`config.mk`:
```
export PLATFORM = sky130hd
export DESIGN_NAME = unlock_seq
export DESIGN_NICKNAME = d
export VERILOG_FILES = /design/src/rtl/unlock_seq.sv
export SDC_FILE = /design/constraint.sdc
export NUM_CORES = 1
export LEC_CHECK = 0
export ABC_AREA = 1
export CAP_MARGIN = 0
export CORE_MARGIN = 2
export CORE_UTILIZATION = 30
export CTS_CLUSTER_DIAMETER = 100
export CTS_CLUSTER_SIZE = 25
export DETAILED_ROUTE_END_ITERATION = 7
export HOLD_SLACK_MARGIN = 0.03
export PLACE_DENSITY = 0.5
export SLEW_MARGIN = 20
export SYNTH_ARGS = -nofsm -noshare
export SYNTH_HDL_FRONTEND = slang
export SYNTH_SLANG_ARGS = --single-unit
```
`constraint.sdc`:
```
create_clock -name clk -period 2.9 [get_ports clk]
set_clock_uncertainty 0.15 [all_clocks]
set_input_delay 0.725 -clock clk [delete_from_list [all_inputs] [get_ports clk]]
set_output_delay 0.725 -clock clk [all_outputs]
set_load 0.01 [all_outputs]
```
`src/rtl/unlock_seq.sv`:
```
// Command gate: a three-code unlock sequence guards forwarding of 3-bit codes.
// Repeated wrong codes trip a timed lockout; illegal states fall back to IDLE.
module unlock_seq #(
  parameter logic [2:0] KEY0 = 3'd5,
  parameter logic [2:0] KEY1 = 3'd2,
  parameter logic [2:0] KEY2 = 3'd6,
  parameter int MAX_FAIL = 3,
  parameter int LOCKOUT_CYCLES = 16
) (
  input  logic       clk,
  input  logic       rst,
  input  logic       in_valid,
  input  logic [2:0] in_code,
  output logic       in_ready,
  output logic       out_valid,
  output logic [2:0] out_code,
  output logic       unlocked,
  output logic       locked_out,
  output logic [1:0] fail_cnt
);

  localparam logic [2:0] S_IDLE = 3'd0;
  localparam logic [2:0] S_K1   = 3'd1;
  localparam logic [2:0] S_K2   = 3'd2;
  localparam logic [2:0] S_UNL  = 3'd3;
  localparam logic [2:0] S_LOCK = 3'd4;
  localparam logic [2:0] RELOCK = 3'b111;

  localparam logic [7:0] TLOAD = 8'(LOCKOUT_CYCLES - 1);
  localparam logic [1:0] MF    = 2'(MAX_FAIL);

  logic [2:0] state, state_n;
  logic [7:0] timer, timer_n;
  logic [1:0] fail_q, fail_n;
  logic       fwd;
  logic       accept;
  logic       fail_hit;
  logic [2:0] exp_key;

  assign in_ready   = (state != S_LOCK);
  assign accept     = in_valid && in_ready;
  assign unlocked   = (state == S_UNL);
  assign locked_out = (state == S_LOCK);
  assign fail_cnt   = fail_q;

  // Any failure that reaches the limit trips the lockout.
  assign fail_hit = ({1'b0, fail_q} + 3'd1) >= {1'b0, MF};

  always_comb begin
    exp_key = KEY0;
    unique case (1'b1)
      (state == S_K1): exp_key = KEY1;
      (state == S_K2): exp_key = KEY2;
      default:         exp_key = KEY0;
    endcase
  end

  always_comb begin
    state_n = state;
    timer_n = timer;
    fail_n  = fail_q;
    fwd     = 1'b0;
    case (state)
      S_IDLE, S_K1, S_K2: begin
        if (accept) begin
          if (in_code == exp_key) begin
            if (state == S_K2) begin
              state_n = S_UNL;
              fail_n  = 2'd0;
            end else begin
              state_n = state + 3'd1;
            end
          end else if (fail_hit) begin
            state_n = S_LOCK;
            timer_n = TLOAD;
            fail_n  = MF;
          end else begin
            state_n = S_IDLE;
            fail_n  = fail_q + 2'd1;
          end
        end
      end
      S_UNL: begin
        if (accept) begin
          if (in_code == RELOCK) state_n = S_IDLE;
          else fwd = 1'b1;
        end
      end
      S_LOCK: begin
        if (timer == 8'd0) begin
          state_n = S_IDLE;
          fail_n  = 2'd0;
        end else begin
          timer_n = timer - 8'd1;
        end
      end
      default: begin
        state_n = S_IDLE;
        timer_n = 8'd0;
        fail_n  = 2'd0;
      end
    endcase
  end

  always_ff @(posedge clk) begin
    if (rst) begin
      state     <= S_IDLE;
      timer     <= 8'd0;
      fail_q    <= 2'd0;
      out_valid <= 1'b0;
      out_code  <= 3'd0;
    end else begin
      state     <= state_n;
      timer     <= timer_n;
      fail_q    <= fail_n;
      out_valid <= fwd;
      out_code  <= fwd ? in_code : 3'd0;
    end
  end

endmodule

```
==> results.md <==
STA:
- The peak clock frequency supported by timing is 379 MHz.
- The final hold violation count is 0.
- At the pin with the least slew margin, the transition time is 302 ps.
- The number of pins exceeding their max-slew limit in the final report is 0.
- The share of the cycle needed by the critical path after routing is 90.9%.
- The final total negative setup slack is 0 ps.
- The routed design could run at a clock period as short as 2640 ps.
- Setup repair after global routing left no endpoint under its margin.
- The number of setup violations in the final report is 0.
- The worst relative slew slack is 79.9%.

Final layout:
- At the end of the flow the core is filled with cells to 37.3%.
- In the layout the commonest cells are sky130_fd_sc_hd__nand2_1 (42), sky130_fd_sc_hd__inv_1 (24), sky130_fd_sc_hd__nor2_1 (23).
- The count of filler cells inserted in the layout is 441.
- The proportion of layout cells with a drive suffix above 1 is roughly 17%.
- The final net count is 212.
- The antenna cell count is 0.
- The layout overhead on the synthesized area is 19.4%.
- The combined area of the multi-input logic cells is 801 µm².
- Across the whole layout, storage elements account for 340 µm².
- The library cell used most frequently in the layout, excluding fill and tap cells, is sky130_fd_sc_hd__nand2_1.

Floorplanning:
- Row generation in the floorplan step produced 23 rows.
- 15 I/O pins were placed.
- The height of the die is 68.7 µm.
- The initial cell density of the core is a little under a third.
- The placeable core region is 4030 µm².
- The width of the chip is 68.7 µm.
- The die outline area is approximately 4700 µm².

Setup path:
- The worst setup path is captured at an output port.
- The path length in cells of the critical path is 4.
- The slowest library cell on the worst path is sky130_fd_sc_hd__clkdlybuf4s50_1.
- The category of the worst setup path launch point is a flip-flop.
- Grouping stages by cell kind, the critical path spends the most delay in buffers and inverters.
- The number of buffers and inverters on the critical path is 2.
- In this design, the stage delay of the slowest critical-path cell is 590 ps.
- Counting cells, the worst reg-to-reg path comes to 11.
- The endpoint required time on the critical path is about 2000 ps.
- The maximum fanout encountered on the critical timing path is 6.
- The critical path class is flip-flop to output port.
- The signal on the critical path passes through inv_1 -> ha_1 -> nand2_1 -> clkdlybuf4s50_1.
- The signal arrival time at the worst endpoint is 1760 ps.

Min path:
- The worst hold path class is flip-flop to flip-flop.
- The worst hold path cell count is 2.

Yosys:
- For this run, the register share of the synthesized area comes to 27.1%.
- The number of nets in the synthesized netlist is 193.
- The summed instance area of the synthesized netlist is 1260 µm².
- The synthesized area per cell is 6.99 µm².
- The synthesis warning total is 0.
- In the synthesized netlist, the number of instances is 180.
- The number of synthesized register bits is 17.
- The netlist uses 24 different library cells.

Clocking:
- The buffer levels on the longest clock path is 2.
- The tree is rooted in a sky130_fd_sc_hd__clkbuf_8.
- The total number of H-tree levels is 1.
- After clock tree synthesis, the clock-pin slew on the worst setup and hold paths is 70 ps.
- Buffers added to address setup during post-CTS repair amount to 0.
- The source-to-sink clock delay at the later pin of the worst-skew pair is 250 ps.
- The CTS tree is yes.
- The CTS buffer count is 3.
- The clock sink total is 17.
- The post-CTS resize count is 0.
- For this design, the CTS-stage hold fixing added 0 buffers.

Route:
- The via count of the routed design is ~1100.
- The detailed router finished its first iteration with 43 violations.
- The post-detailed-routing wire length is roughly 2700 µm.
- In the routed design, unresolved DRC markers number 0.
- The vias per cell is 4.49.
- The detail-routed net length per standard cell is roughly 11 µm.
- The first-pass iteration count of the detailed router is 4.
- The number of nets still failing antenna checks after routing is 0.

Power:
- Across the VDD grid, the largest voltage drop is 291 µV.
- The static leakage power is between 0.6 and 0.7 nW.
- The ratio of total power to cell area is 558 nW/µm².

Outcome:
- The flow ran to the end, and the final reports show no timing, DRC or antenna violations.

Global routing:
- The first global-routing pass estimated 4890 µm of wire.
- The most utilized layer in the global route result is met2.
- The pin count of the biggest net entering global routing is 10.
- The global routing usage on met1 is 17.9%.
- The total global routing overflow is 0.
- The global-route track usage on met3 is 4.22%.
- The global routing met2 resource utilization is 22.8%.
- The global-route usage over all layers is approximately 14%.
- The via count of the first global-routing pass came to 1102.
- The initial antenna violation count came to 0.

Placed design:
- In this run the tool buffered the top-level ports with 14 buffer cells.
- The wire-length estimate of the detail-placed layout is 2190 µm.
- Routability-driven placement finished with a final weighted congestion of 0.834.

Job:
- Across the run, the number of max-cap violations was 0.
## area by class of cell
class | instances | area share (%)
Tap cell | 50 | 4.17
Inverter | 28 | 7.00
Clock buffer | 4 | 3.00
Timing Repair Buffer | 15 | 9.83
Sequential cell | 17 | 22.7
Multi-Input combinational cell | 134 | 53.3
## worst paths after layout
path	startpoint	slack (ps)	end
min	timer[6]$_SDFFE_PP0P_	360	timer[6]$_SDFFE_PP0P_
min reg2reg	timer[6]$_SDFFE_PP0P_	360	timer[6]$_SDFFE_PP0P_
max	state[0]$_SDFFE_PP0P_	260	in_ready
max reg2reg	state[0]$_SDFFE_PP0P_	860	timer[6]$_SDFFE_PP0P_
## routing by layer
| metal | vias to the layer above | wire length (µm) |
|---|---|---|
| met3 | 2 | 106 |
| met2 | 14 | 1250 |
| met1 | 494 | 1290 |
| met5 | - | 0 |
| li1 | 604 | - |
| met4 | 0 | 17 |
## where the power goes
part / internal, mW / switching (mW) / total, mW
Clock: 0.0975 / 0.0817 / 0.179
Sequential: 0.260 / 0.0253 / 0.286
Combinational: 0.140 / 0.232 / 0.372
Total: 0.498 / 0.339 / 0.837
## flip-flops by register name, indices dropped and copies added, names as in the netlist
signal / flops
fail_cnt: 2
timer: 8
state: 3
out_valid: 1
out_code: 3
## metrics by stage
step	hold WS, ps	cells	worst slack, ps	total power [mW]	area, µm²
global route	383	248	164	0.922	1500
floorplan	311	180	1140	0.578	1260
global placement	348	244	568	0.661	1460
CTS	359	248	247	0.846	1500
finish	357	248	263	0.837	1500
detailed placement	349	244	530	0.665	1460
## kinds of logic after synthesis
kind of cell,count (synthesis),synth area share (%)
buffers and inverters,29,9.25
AO/OA/AOI/OAI,22,11.7
flip-flops,17,27.1
adder cells (fa/ha/maj),7,6.96
AND/OR/NAND/NOR,105,45.0
## cells in the mapped netlist
| cell type | instances | area share, % |
|---|---|---|
| sky130_fd_sc_hd__a21oi_2 | 4 | 2.8 |
| sky130_fd_sc_hd__o21ai_4 | 2 | 2.6 |
| sky130_fd_sc_hd__nor2_4 | 2 | 1.8 |
| sky130_fd_sc_hd__a21oi_1 | 10 | 4.0 |
| sky130_fd_sc_hd__nand4_2 | 1 | 0.99 |
| sky130_fd_sc_hd__nand3_4 | 3 | 4.2 |
| sky130_fd_sc_hd__nand2_1 | 42 | 13 |
| sky130_fd_sc_hd__ha_1 | 7 | 7.0 |
| sky130_fd_sc_hd__nand3_2 | 1 | 0.80 |
| sky130_fd_sc_hd__nor2_1 | 23 | 6.9 |
| sky130_fd_sc_hd__nand4_1 | 5 | 2.5 |
| sky130_fd_sc_hd__nand2_4 | 4 | 3.6 |
| sky130_fd_sc_hd__o21ai_0 | 6 | 2.4 |
| sky130_fd_sc_hd__inv_2 | 4 | 1.2 |
| sky130_fd_sc_hd__nor3_1 | 1 | 0.40 |
| sky130_fd_sc_hd__nand3_1 | 13 | 5.2 |
| sky130_fd_sc_hd__nand2_2 | 4 | 2.0 |
| sky130_fd_sc_hd__nor2_2 | 3 | 1.5 |
| sky130_fd_sc_hd__inv_1 | 24 | 7.2 |
| sky130_fd_sc_hd__or2_2 | 1 | 0.50 |
| sky130_fd_sc_hd__dfxtp_1 | 17 | 27 |
| sky130_fd_sc_hd__buf_6 | 1 | 0.90 |
| sky130_fd_sc_hd__nand3b_1 | 1 | 0.60 |
| sky130_fd_sc_hd__nor2_8 | 1 | 1.6 |
## worst min-delay path, cell delays in order (launching register included)
cell	delay, ps
sky130_fd_sc_hd__dfxtp_1	340
sky130_fd_sc_hd__nand2_1	70
sky130_fd_sc_hd__a21oi_1	50
Power figures use the tool's default switching activity.
